$ cat src/rtl/mult_accum.sv
// Fixed-latency accumulator: sums LEN consecutive terms started by go
// and presents the registered total for one cycle, LEN cycles later.
module mult_accum #(
    parameter int WIDTH = 32,
    parameter int LEN   = 4
) (
    input  logic             clk,
    input  logic             reset_n,
    input  logic             go,
    input  logic [WIDTH-1:0] in,
    output logic [WIDTH-1:0] out,
    output logic             out_valid,
    output logic             busy
);

    localparam int CW = $clog2(LEN + 1);
    localparam logic [CW-1:0] LAST  = CW'(LEN - 1);
    localparam logic [CW-1:0] FIRST = (LEN > 1) ? CW'(1) : '0;

    generate
        if (LEN < 1 || LEN > 65535) begin : g_bad_len
            $error("mult_accum: LEN must be in 1..65535");
        end
    endgenerate

    typedef enum logic [1:0] {
        IDLE,
        ACC,
        DONE
    } state_t;

    state_t           state;
    state_t           next_state;
    logic [WIDTH-1:0] acc;
    logic [CW-1:0]    cnt;

    always_ff @(posedge clk) begin
        if (!reset_n) begin
            state <= IDLE;
        end else begin
            state <= next_state;
        end
    end

    always_comb begin
        next_state = state;
        unique case (state)
            IDLE: begin
                if (go) begin
                    next_state = (LEN > 1) ? ACC : DONE;
                end
            end
            ACC: begin
                if (cnt == LAST) begin
                    next_state = DONE;
                end
            end
            DONE: begin
                // A go here restarts immediately, giving one result per LEN cycles
                if (go) begin
                    next_state = (LEN > 1) ? ACC : DONE;
                end else begin
                    next_state = IDLE;
                end
            end
            default: next_state = IDLE;
        endcase
    end

    always_ff @(posedge clk) begin
        if (!reset_n) begin
            acc <= '0;
            cnt <= '0;
        end else if (state == ACC) begin
            acc <= acc + in;
            cnt <= (cnt == LAST) ? '0 : cnt + CW'(1);
        end else if (go) begin
            acc <= in;
            cnt <= FIRST;
        end
    end

    assign out       = acc;
    assign out_valid = (state == DONE);
    assign busy      = (state == ACC);

endmodule

$ cat config.mk
export PLATFORM = sky130hd
export DESIGN_NAME = mult_accum
export DESIGN_NICKNAME = d
export VERILOG_FILES = /design/src/rtl/mult_accum.sv
export SDC_FILE = /design/constraint.sdc
export NUM_CORES = 1
export LEC_CHECK = 0
export ABC_AREA = 1
export BUFFER_PORTS_ARGS = -buffer_cell sky130_fd_sc_hd__buf_2
export CAP_MARGIN = 20
export CORE_MARGIN = 4
export CORE_UTILIZATION = 46
export CTS_CLUSTER_SIZE = 40
export DETAILED_ROUTE_END_ITERATION = 10
export PLACE_DENSITY = 0.77
export REMOVE_ABC_BUFFERS = 1
export SLEW_MARGIN = 20
export SYNTH_ARGS = -nofsm -noshare
export SYNTH_HDL_FRONTEND = slang
export SYNTH_SLANG_ARGS = --single-unit
$ cat constraint.sdc
create_clock -name clk -period 2.5 [get_ports clk]
set_input_delay 0.5 -clock clk [delete_from_list [all_inputs] [get_ports clk]]
set_output_delay 0.5 -clock clk [all_outputs]
set_load 0.05 [all_outputs]
==> impl_metrics.tcl, run 1 <==
set metrics [dict create \
    die_area_um2 10400 \
    netlist_area_um2 4080 \
    n_fill_cell 950 \
    fin_ws_ns 0.492 \
    hold_start "cnt[2]" \
    crit_path_end_kind "flip-flop" \
    htree_levels 2 \
    yosysMostFrequentCell "nand2_1" \
    grt_max_degree 42 \
    core-area_um2 8680 \
    antenna_found_initial 0 \
    setup_violations 0 \
    ys_ff_latch 37 \
    drtIter0Drc 351 \
    initial_core_util_pct 47.0 \
    holdBufCountCts 0 \
    grt_pass1_vias 3879 \
    rr_startpoint "out[0]" \
    overflow 0 \
    clockBufferDepth 2 \
    yosysTopAreaCell "nand2_1" \
    worst_ep_arrival_time_ns 2.25 \
    die_height_um 102 \
    postRouteAntennaNets 0 \
    drt-pass1-iter-count 5 \
    yosysUniqueCellTypes 33 \
    cts_sinks 37 \
    die_x_um 102 \
    synthTopCellsByCount "nand2_1, inv_1, nor2_1" \
    dp_hpwl_mm 8.72 \
    synth-async-reset-ratio_pct 0 \
    crit_required_ns 2.74 \
    clk_latency_ns 0.31 \
    hold_viol_final 0 \
    viasPerCell 4.95 \
    path_max_fanout 5 \
    ioPinCount 69 \
    post-cts-setup-buffers 0 \
    rows 34 \
    cts_buffers 5 \
    worst_pin_slew_ns 0.510 \
    clock_skew_ns 0.0101 \
    synth-edff-count 0 \
    cts_root_buf "clkbuf_8" \
    regArea_um2 741 \
    final_max_slew_viol_count 0 \
    num_vias 4442 \
    ys_seq_area_share_pct 18.2 \
    place_area_um2 4520 \
    min_period_ns 2.01 \
    synth_top_area_share_pct 23.1 \
    antennaDiodeCount 0 \
    drive_gt1_share_pct 16.5 \
    rsz0062_at_grt "no" \
    relSlewSlack_pct 65.9 \
    power.leakage_nw 2.63 \
    total_power_mw 2.35 \
    ctsResizeCount 0 \
    cts_tree "built" \
    cap_violations 0 \
    finalWirelength_mm 11.0 \
    vdd_ir_drop_max_mv 0.223 \
    crit_path_start "out[0]" \
    post-route-period-util_pct 80.3 \
    area_growth_pct 13.1 \
    drc_errors 0 \
    final_core_util_pct 53.1 \
    final_cell_area_um2 4610 \
    powerDensity_nw_per_um2 511 \
    worstSetupStartpointType "flip-flop" \
    syn-instance-count 724 \
    hp-class "flip-flop to flip-flop" \
    ys_top_cells_by_area "nand2_1, dfxtp_1, inv_1, ha_1, nor2_1" \
    ff2ff_setup_slack_ns 0.49 \
    status "finished, final reports clean" \
    routedWlPerCell_um 12.3 \
    path_clk_slew_ns 0.09 \
    nets 857 \
    syn_avg_cell_area_um2 5.63 \
    synthFlopType "dfxtp_1" \
    portBuffers 68 \
    multi_input_area_um2 2820 \
    path_class "flip-flop to flip-flop" \
    yosys_warnings 0 \
    clock.fmax_ghz 0.498 \
    gp_congestion 0.939 \
    grt_pass1_wl_mm 18.4 \
    grt_use_total_pct 21.9 \
    dp_slack_ns 0.205 \
]
==> flip-flops by register name, indices dropped and copies added, names as in the netlist <==
signal,count
cnt,3
out,32
state,2
==> critical path: stages (launching register included) <==
cell	delay (ns)
dfxtp_1	0.34
ha_1	0.23
fa_1	0.44
nand3_1	0.11
nand3_1	0.12
nand2_1	0.09
nand3_1	0.12
inv_1	0.08
o21ai_1	0.06
a21oi_1	0.11
o21ai_0	0.10
a21oi_1	0.13
==> report_power, final <==
group / switching [mW] / internal, mW / total (mW)
Combinational: 0.840 / 0.367 / 1.21
Sequential: 0.0464 / 0.648 / 0.694
Clock: 0.260 / 0.193 / 0.453
Total: 1.15 / 1.21 / 2.35
==> path summary, 6_finish.rpt <==
kind	endpoint	cells after the start
setup / recovery	out[16]	11
hold / removal	cnt[2]	1
setup reg to reg	out[16]	11
hold reg to reg	cnt[2]	1
==> final cells by class <==
| type | instances | area share [%] |
|---|---|---|
| clock buffers | 5 | 1.49 |
| multi-input cells | 552 | 61.1 |
| well taps | 108 | 2.93 |
| flip-flops and latches | 37 | 16.1 |
| inverters | 122 | 9.93 |
| clock inverters | 3 | 0.380 |
| repair buffers | 71 | 8.14 |
==> through the flow <==
step	setup TNS [ns]	hold WS [ns]	cells
3_5_place_dp	0	0.440	890
4_1_cts	0	0.457	898
3_3_place_gp	0	0.432	890
5_1_grt	0	0.471	898
2_1_floorplan	-0.301	0.424	711
6_report	0	0.452	898
==> cell usage in the layout, fill, tap and decap left out, types with 3 or more instances in the layout <==
cell,instances
nand2_2,20
ha_1,32
inv_2,4
clkbuf_8,5
inv_1,118
nand3_1,44
xor2_1,5
nand4_1,3
o21ai_1,5
nor2_1,78
nand3_2,7
a21oi_1,44
a21oi_2,6
a31oi_1,10
o21bai_1,3
nand2_1,251
buf_2,68
nor2_2,5
nor2_4,5
o21ai_0,19
dfxtp_1,37
==> cell families (layout without fill, tap and decap cells) <==
group	count (synthesis)	after routing	synth area share [%]
DFF	37	37	18.2
and+or+nand+nor	420	420	44.5
adders and majority gates	33	33	10.3
buffers and inverters	135	201	12.8
AOI/OAI and AO/OA	92	92	12.6
xor gates and xnor gates	7	7	1.50
==> metal layers <==
layer  up-vias  share of wire (%)  global-route usage, %
li1       2383                  -                      -
met1      1913                 51                   34.0
met2       141                 41                   32.3
met3         5                7.9                   3.34
met4         0               0.75                   3.33
met5         -                  0                      0
Note: power is estimated with default switching activity, not from simulation.
==> run 2: changes to the inputs <==
--- a/config.mk
+++ b/config.mk
@@ -5,14 +5,14 @@
 export SDC_FILE = /design/constraint.sdc
 export NUM_CORES = 1
 export LEC_CHECK = 0
-export ABC_AREA = 1
+export ABC_AREA = 0
 export BUFFER_PORTS_ARGS = -buffer_cell sky130_fd_sc_hd__buf_2
 export CAP_MARGIN = 20
 export CORE_MARGIN = 4
 export CORE_UTILIZATION = 46
 export CTS_CLUSTER_SIZE = 40
 export DETAILED_ROUTE_END_ITERATION = 10
-export PLACE_DENSITY = 0.77
+export PLACE_DENSITY = 0.79
 export REMOVE_ABC_BUFFERS = 1
 export SLEW_MARGIN = 20
 export SYNTH_ARGS = -nofsm -noshare
==> constraint.sdc (replaced) <==
create_clock -name clk -period 1.91 [get_ports clk]
set_input_delay 0.382 -clock clk [delete_from_list [all_inputs] [get_ports clk]]
set_output_delay 0.382 -clock clk [all_outputs]
set_load 0.05 [all_outputs]
==> run 2 against run 1 <==
Compared with the run above: the run now ends with negative setup slack left; sequential power grew 36%; via count grew 3.2%; maximum frequency shrank 29%; register-to-register slack lost 1.4 ns; clock-buffer cell count is the same; worst setup slack lost 1.4 ns; die area shrank 16%; non-clock buffer count grew 146; first-iteration DRC count grew 21%; clock skew is essentially flat; largest power group unchanged.
==> impl_metrics.tcl, run 2 <==
set metrics [dict create \
    synthTopCellsByCount "a21oi_1, dfxtp_1, nand2_1" \
    portBuffers 68 \
    synth_top_area_share_pct 22.0 \
    drtIter0Drc 423 \
    post-route-period-util_pct 148 \
    worstSetupStartpointType "flip-flop" \
    grt_max_degree 23 \
    crit_required_ns 2.12 \
    place_area_um2 4700 \
    dp_slack_ns -1.05 \
    ys_ff_latch 37 \
    rsz0062_at_grt "yes" \
    grt_pass1_vias 4248 \
    yosysUniqueCellTypes 65 \
    clk_latency_ns 0.31 \
    syn-instance-count 410 \
    area_growth_pct 67.6 \
    antenna_found_initial 0 \
    cts_tree "built" \
    grt_use_total_pct 28.6 \
    routedWlPerCell_um 22.5 \
    layout_commonest_cell "buf_4" \
    n_fill_cell 369 \
    rows 30 \
    final_core_util_pct 81.3 \
    htree_levels 2 \
    path_clk_slew_ns 0.10 \
    yosys_warnings 0 \
    setup_violations 27 \
    relSlewSlack_pct 51.3 \
    dp.cells 683 \
    cap_violations 0 \
    grt_pass1_wl_mm 20.1 \
    worst_pin_slew_ns 0.723 \
    synth-async-reset-ratio_pct 0 \
    path_max_fanout 4 \
    die_area_um2 8760 \
    die_height_um 93.6 \
    postRouteAntennaNets 0 \
    drt-pass1-iter-count 5 \
    antennaDiodeCount 0 \
    setup_tns_ns -15.63 \
    vdd_ir_drop_max_mv 0.368 \
    fin_ws_ns -0.922 \
    viasPerCell 6.46 \
    final_cell_mix "buf_4, buf_2, a21oi_1, dfxtp_1, nand2_1" \
    syn_avg_cell_area_um2 8.22 \
    hold_viol_final 0 \
    hp-class "primary input to flip-flop" \
    powerDensity_nw_per_um2 803 \
    yosysMostFrequentCell "a21oi_1" \
    hold_ws_ns 0.349 \
    finalNonFillerCells 710 \
    largest_register_ffs 32 \
    gp_congestion 0.940 \
    die_x_um 93.6 \
    clock.fmax_ghz 0.353 \
    final_cell_area_um2 5650 \
    ys_top_cells_by_area "dfxtp_1, ha_1, a21oi_1, mux2i_1, a211oi_1" \
    crit_path_end_kind "flip-flop" \
    core-area_um2 6940 \
    clock_skew_ns 0.0101 \
    final_max_slew_viol_count 0 \
    initial_core_util_pct 48.5 \
    ys_seq_area_share_pct 22.0 \
    overflow 0 \
    power.leakage_nw 2.68 \
    finalWirelength_mm 16.0 \
    clockBufferDepth 2 \
    path_class "flip-flop to flip-flop" \
    cts_buffers 5 \
    dp_hpwl_mm 8.75 \
    worst_ep_arrival_time_ns 3.04 \
    cts_root_buf "clkbuf_8" \
    num_vias 4586 \
    yosysTopAreaCell "dfxtp_1" \
    synthFlopType "dfxtp_1" \
    violations "negative setup slack" \
    ioPinCount 69 \
    total_power_mw 4.53 \
    drive_gt1_share_pct 53.1 \
    status "complete, but fails checks" \
    min_period_ns 2.83 \
    nets 681 \
    cts_sinks 37 \
    drc_errors 0 \
    netlist_area_um2 3370 \
    synth-edff-count 0 \
]
==> run 2: cell count changes after synthesis, sizes merged, moves of 11 or more <==
| cell | change |
|---|---|
| mux2i | +17 |
| nand2 | -240 |
| a21o | +16 |
| inv | -113 |
| nor2 | -58 |
| a221oi | +11 |
| nand3 | -43 |
| a211oi | +19 |
| xnor2 | +15 |
==> run 2: worst max-delay path, stage by stage (launching register included) <==
cell	delay, ns
dfxtp_1	0.36
ha_1	0.35
a21oi_1	0.15
o21ai_0	0.55
a22o_1	0.31
a2111oi_4	0.08
o41ai_2	0.40
a21oi_2	0.13
xnor2_1	0.14
o31ai_1	0.25
==> run 2: worst paths after layout <==
kind / start / slack, ns / endpoint / depth (start not counted)
setup / recovery: out[10] / -0.92 / out[24] / 9
hold / removal: in[23] / 0.35 / out[23] / 3
setup reg to reg: out[10] / -0.92 / out[24] / 9
hold reg to reg: cnt[2] / 0.50 / cnt[2] / 1
==> run 2: per-layer routing <==
metal	routed length, um	vias to the layer above	track usage (%)
met5	0	-	0
met4	1330	0	15.0
met3	1490	137	5.47
met2	7430	368	50.7
met1	5710	2119	32.2
li1	-	1962	-
==> run 2: where the power goes <==
| part | internal (mW) | total [mW] | switching (mW) |
|---|---|---|---|
| logic | 1.19 | 2.69 | 1.50 |
| registers | 0.861 | 0.942 | 0.0800 |
| clock network | 0.527 | 0.901 | 0.374 |
| total | 2.58 | 4.53 | 1.95 |
==> run 2: kinds of logic after synthesis <==
family | Yosys count | synth area share (%)
AOI/OAI and AO/OA | 156 | 33.6
and+or+nand+nor | 110 | 15.7
DFF | 37 | 22.0
adders and majority gates | 33 | 12.5
buffers and inverters | 30 | 4.01
xor gates and xnor gates | 25 | 6.50
muxes | 19 | 5.72
==> run 2: what timing repair did <==
item	in CTS	in global routing
pin swaps	27	48
setup buffers	6	17
endpoints found under the setup margin	28	28
hold buffers	0	0
resized for setup	49	82
==> run 2: cell type report <==
type | instances | area (um2) | share of cell area (%)
inverters | 9 | 33.8 | 0.598
flip-flops and latches | 37 | 753 | 13.3
repair buffers | 217 | 1520 | 26.9
well taps | 96 | 120 | 2.13
clock inverters | 3 | 68.8 | 1.22
multi-input cells | 343 | 3080 | 54.6
clock buffers | 5 | 68.8 | 1.22
==> run 3: changes to the inputs <==
--- a/config.mk
+++ b/config.mk
@@ -8,11 +8,13 @@
 export ABC_AREA = 0
 export BUFFER_PORTS_ARGS = -buffer_cell sky130_fd_sc_hd__buf_2
 export CAP_MARGIN = 20
-export CORE_MARGIN = 4
-export CORE_UTILIZATION = 46
+export CELL_PAD_IN_SITES_DETAIL_PLACEMENT = 1
+export CELL_PAD_IN_SITES_GLOBAL_PLACEMENT = 1
+export CORE_MARGIN = 2
+export CORE_UTILIZATION = 37
 export CTS_CLUSTER_SIZE = 40
 export DETAILED_ROUTE_END_ITERATION = 10
-export PLACE_DENSITY = 0.79
+export PLACE_DENSITY = 0.87
 export REMOVE_ABC_BUFFERS = 1
 export SLEW_MARGIN = 20
 export SYNTH_ARGS = -nofsm -noshare
==> constraint.sdc (replaced) <==
create_clock -name clk -period 2.5 [get_ports clk]
set_input_delay 0.5 -clock clk [delete_from_list [all_inputs] [get_ports clk]]
set_output_delay 0.5 -clock clk [all_outputs]
set_load 0.05 [all_outputs]
==> run 3 against run 2 <==
Compared with the run above: the flow still finishes with violations (negative setup slack); core utilization shrank 22 points; sequential power down 22%; sequential share of layout area grew 1.3 points; power shrank 29%; cell count is 3.1% lower; combinational power fell by 26%; largest cell class unchanged.
==> impl_metrics.tcl, run 3 (same netlist as run 2, synthesis figures left out) <==
set metrics [dict create \
    crit_required_ns 2.73 \
    vdd_ir_drop_max_mv 0.281 \
    seqPwrFrac_pct 22.9 \
    die_x_um 99.4 \
    htree_levels 2 \
    nets 646 \
    power_frac_comb_pct 62.1 \
    min_period_ns 3.01 \
    overflow 0 \
    cap_violations 0 \
    clock_skew_ns 0.0139 \
    path_class "flip-flop to flip-flop" \
    dp_hpwl_mm 10.2 \
    n_fill_cell 1008 \
    ioPinCount 69 \
    final_cell_area_um2 5200 \
    worst_ep_arrival_time_ns 3.24 \
    rsz0062_at_grt "yes" \
    drive_gt1_share_pct 49.6 \
    swShare_pct 48.0 \
    grt_pass1_vias 4797 \
    grt_max_degree 27 \
    routedWlPerCell_um 27.9 \
    area_growth_pct 54.5 \
    netSwitchingPower_mw 1.54 \
    worstSetupStartpointType "flip-flop" \
    finalWirelength_mm 19.2 \
    crit_path_end_kind "flip-flop" \
    initial_core_util_pct 38.4 \
    fin_ws_ns -0.507 \
    die_height_um 99.4 \
    cts_sinks 37 \
    relSlewSlack_pct 49.7 \
    place_area_um2 4450 \
    setup_tns_ns -3.98 \
    final_cell_mix "buf_4, buf_2, a21oi_1, nand2_1, nor2_1" \
    core-area_um2 8760 \
    path_max_fanout 4 \
    clock.fmax_ghz 0.333 \
    final_max_slew_viol_count 0 \
    violations "negative setup slack" \
    drc_errors 0 \
    clkPwrFrac_pct 15.0 \
    clockBufferDepth 2 \
    grt_use_total_pct 32.4 \
    hp-class "primary input to flip-flop" \
    powerDensity_nw_per_um2 616 \
    largest_register_ffs 32 \
    power.leakage_nw 2.39 \
    cts_root_buf "clkbuf_8" \
    post-route-period-util_pct 120 \
    drtIter0Drc 417 \
    total_power_mw 3.20 \
    worst_pin_slew_ns 0.754 \
    rows 34 \
    setup_violations 18 \
    clk_latency_ns 0.32 \
    cts_buffers 5 \
    layout_commonest_cell "buf_4" \
    antenna_found_initial 1 \
    postRouteAntennaNets 0 \
    num_vias 4597 \
    hold_viol_final 0 \
    portBuffers 68 \
    gp_congestion 0.921 \
    viasPerCell 6.68 \
    cts_tree "built" \
    drt-pass1-iter-count 8 \
    status "complete, but fails checks" \
    path_clk_slew_ns 0.10 \
    die_area_um2 9880 \
    grt_pass1_wl_mm 25.3 \
    p_int_mw 1.67 \
]
[run 3: cell count changes in the layout (fill, tap and decap cells not counted), moves of 4 or more]
cell | previous run | this run
buf_4 | 137 | 112
buf_6 | 12 | 2
dfxtp_1 | 29 | 24
dfxtp_2 | 7 | 12
ha_1 | 18 | 14
nand2_1 | 27 | 32
nor3_1 | 9 | 5
nor3_2 | 1 | 5
xnor2_1 | 12 | 16
xnor2_2 | 5 | 1
[run 3: worst max-delay path: stages, from the launching register on]
cell and delay (ns):
dfxtp_2 0.34, ha_4 0.27, buf_4 0.10, buf_4 0.14, nand2_1 0.07, o21ai_0 0.57
buf_4 0.28, a21oi_2 0.09, o211ai_1 0.18, a21oi_2 0.15, buf_4 0.18, o21ai_2 0.17
xnor2_1 0.14, a221oi_2 0.26
[run 3: cell type report]
type	count	area [um2]	area share (%)
multi-input cells	343	2980	57.3
repair buffers	182	1200	23.1
flip-flops and latches	37	759	14.6
well taps	108	135	2.60
clock buffers	5	68.8	1.32
inverters	9	33.8	0.649
clock inverters	3	17.5	0.337
diodes	1	2.50	0.0481
[run 3: repair_timing]
| action | in CTS | in global routing |
|---|---|---|
| buffers inserted | 6 | 15 |
| gates cloned | 0 | 0 |
| gates resized for setup | 45 | 59 |
| pin swaps | 24 | 29 |
| hold buffers | 0 | 0 |
| setup endpoints to repair | 17 | 20 |
[run 3: final timing paths]
path | slack (ns) | startpoint | cells past startpoint | endpoint
max reg2reg | -0.51 | out[12] | 13 | out[26]
min | 0.47 | in[25] | 3 | out[25]
min reg2reg | 0.50 | cnt[2] | 1 | cnt[2]
max | -0.51 | out[12] | 13 | out[26]
[run 3: power groups by stage]
stage	logic, mW	registers (mW)	clock network [mW]
detailed placement	1.51	0.720	0
CTS	1.65	0.715	0.465
global route	2.06	0.740	0.499
finish	1.99	0.735	0.480
floorplan	0.700	0.924	0
global placement	1.42	0.715	0
[run 3: metrics by stage]
step / hold WS [ns] / instances / worst slack [ns] / util, %
5_1_grt: 0.475 / 688 / -0.533 / 59.4
4_1_cts: 0.473 / 673 / -0.225 / 54.9
3_5_place_dp: 0.471 / 659 / -0.624 / 50.8
3_3_place_gp: 0.451 / 659 / -0.520 / 50.8
2_1_floorplan: 0.445 / 389 / -0.325 / -
6_report: 0.472 / 688 / -0.507 / 59.4
[run 3: routing by layer]
layer	vias to the layer above	track usage [%]	wire [um]	share of wire, %
met3	132	5.20	1450	7.5
met1	2221	36.0	7160	37
met5	-	0	0	0
li1	1891	-	-	-
met2	353	57.4	9180	48
met4	0	20.0	1450	7.5
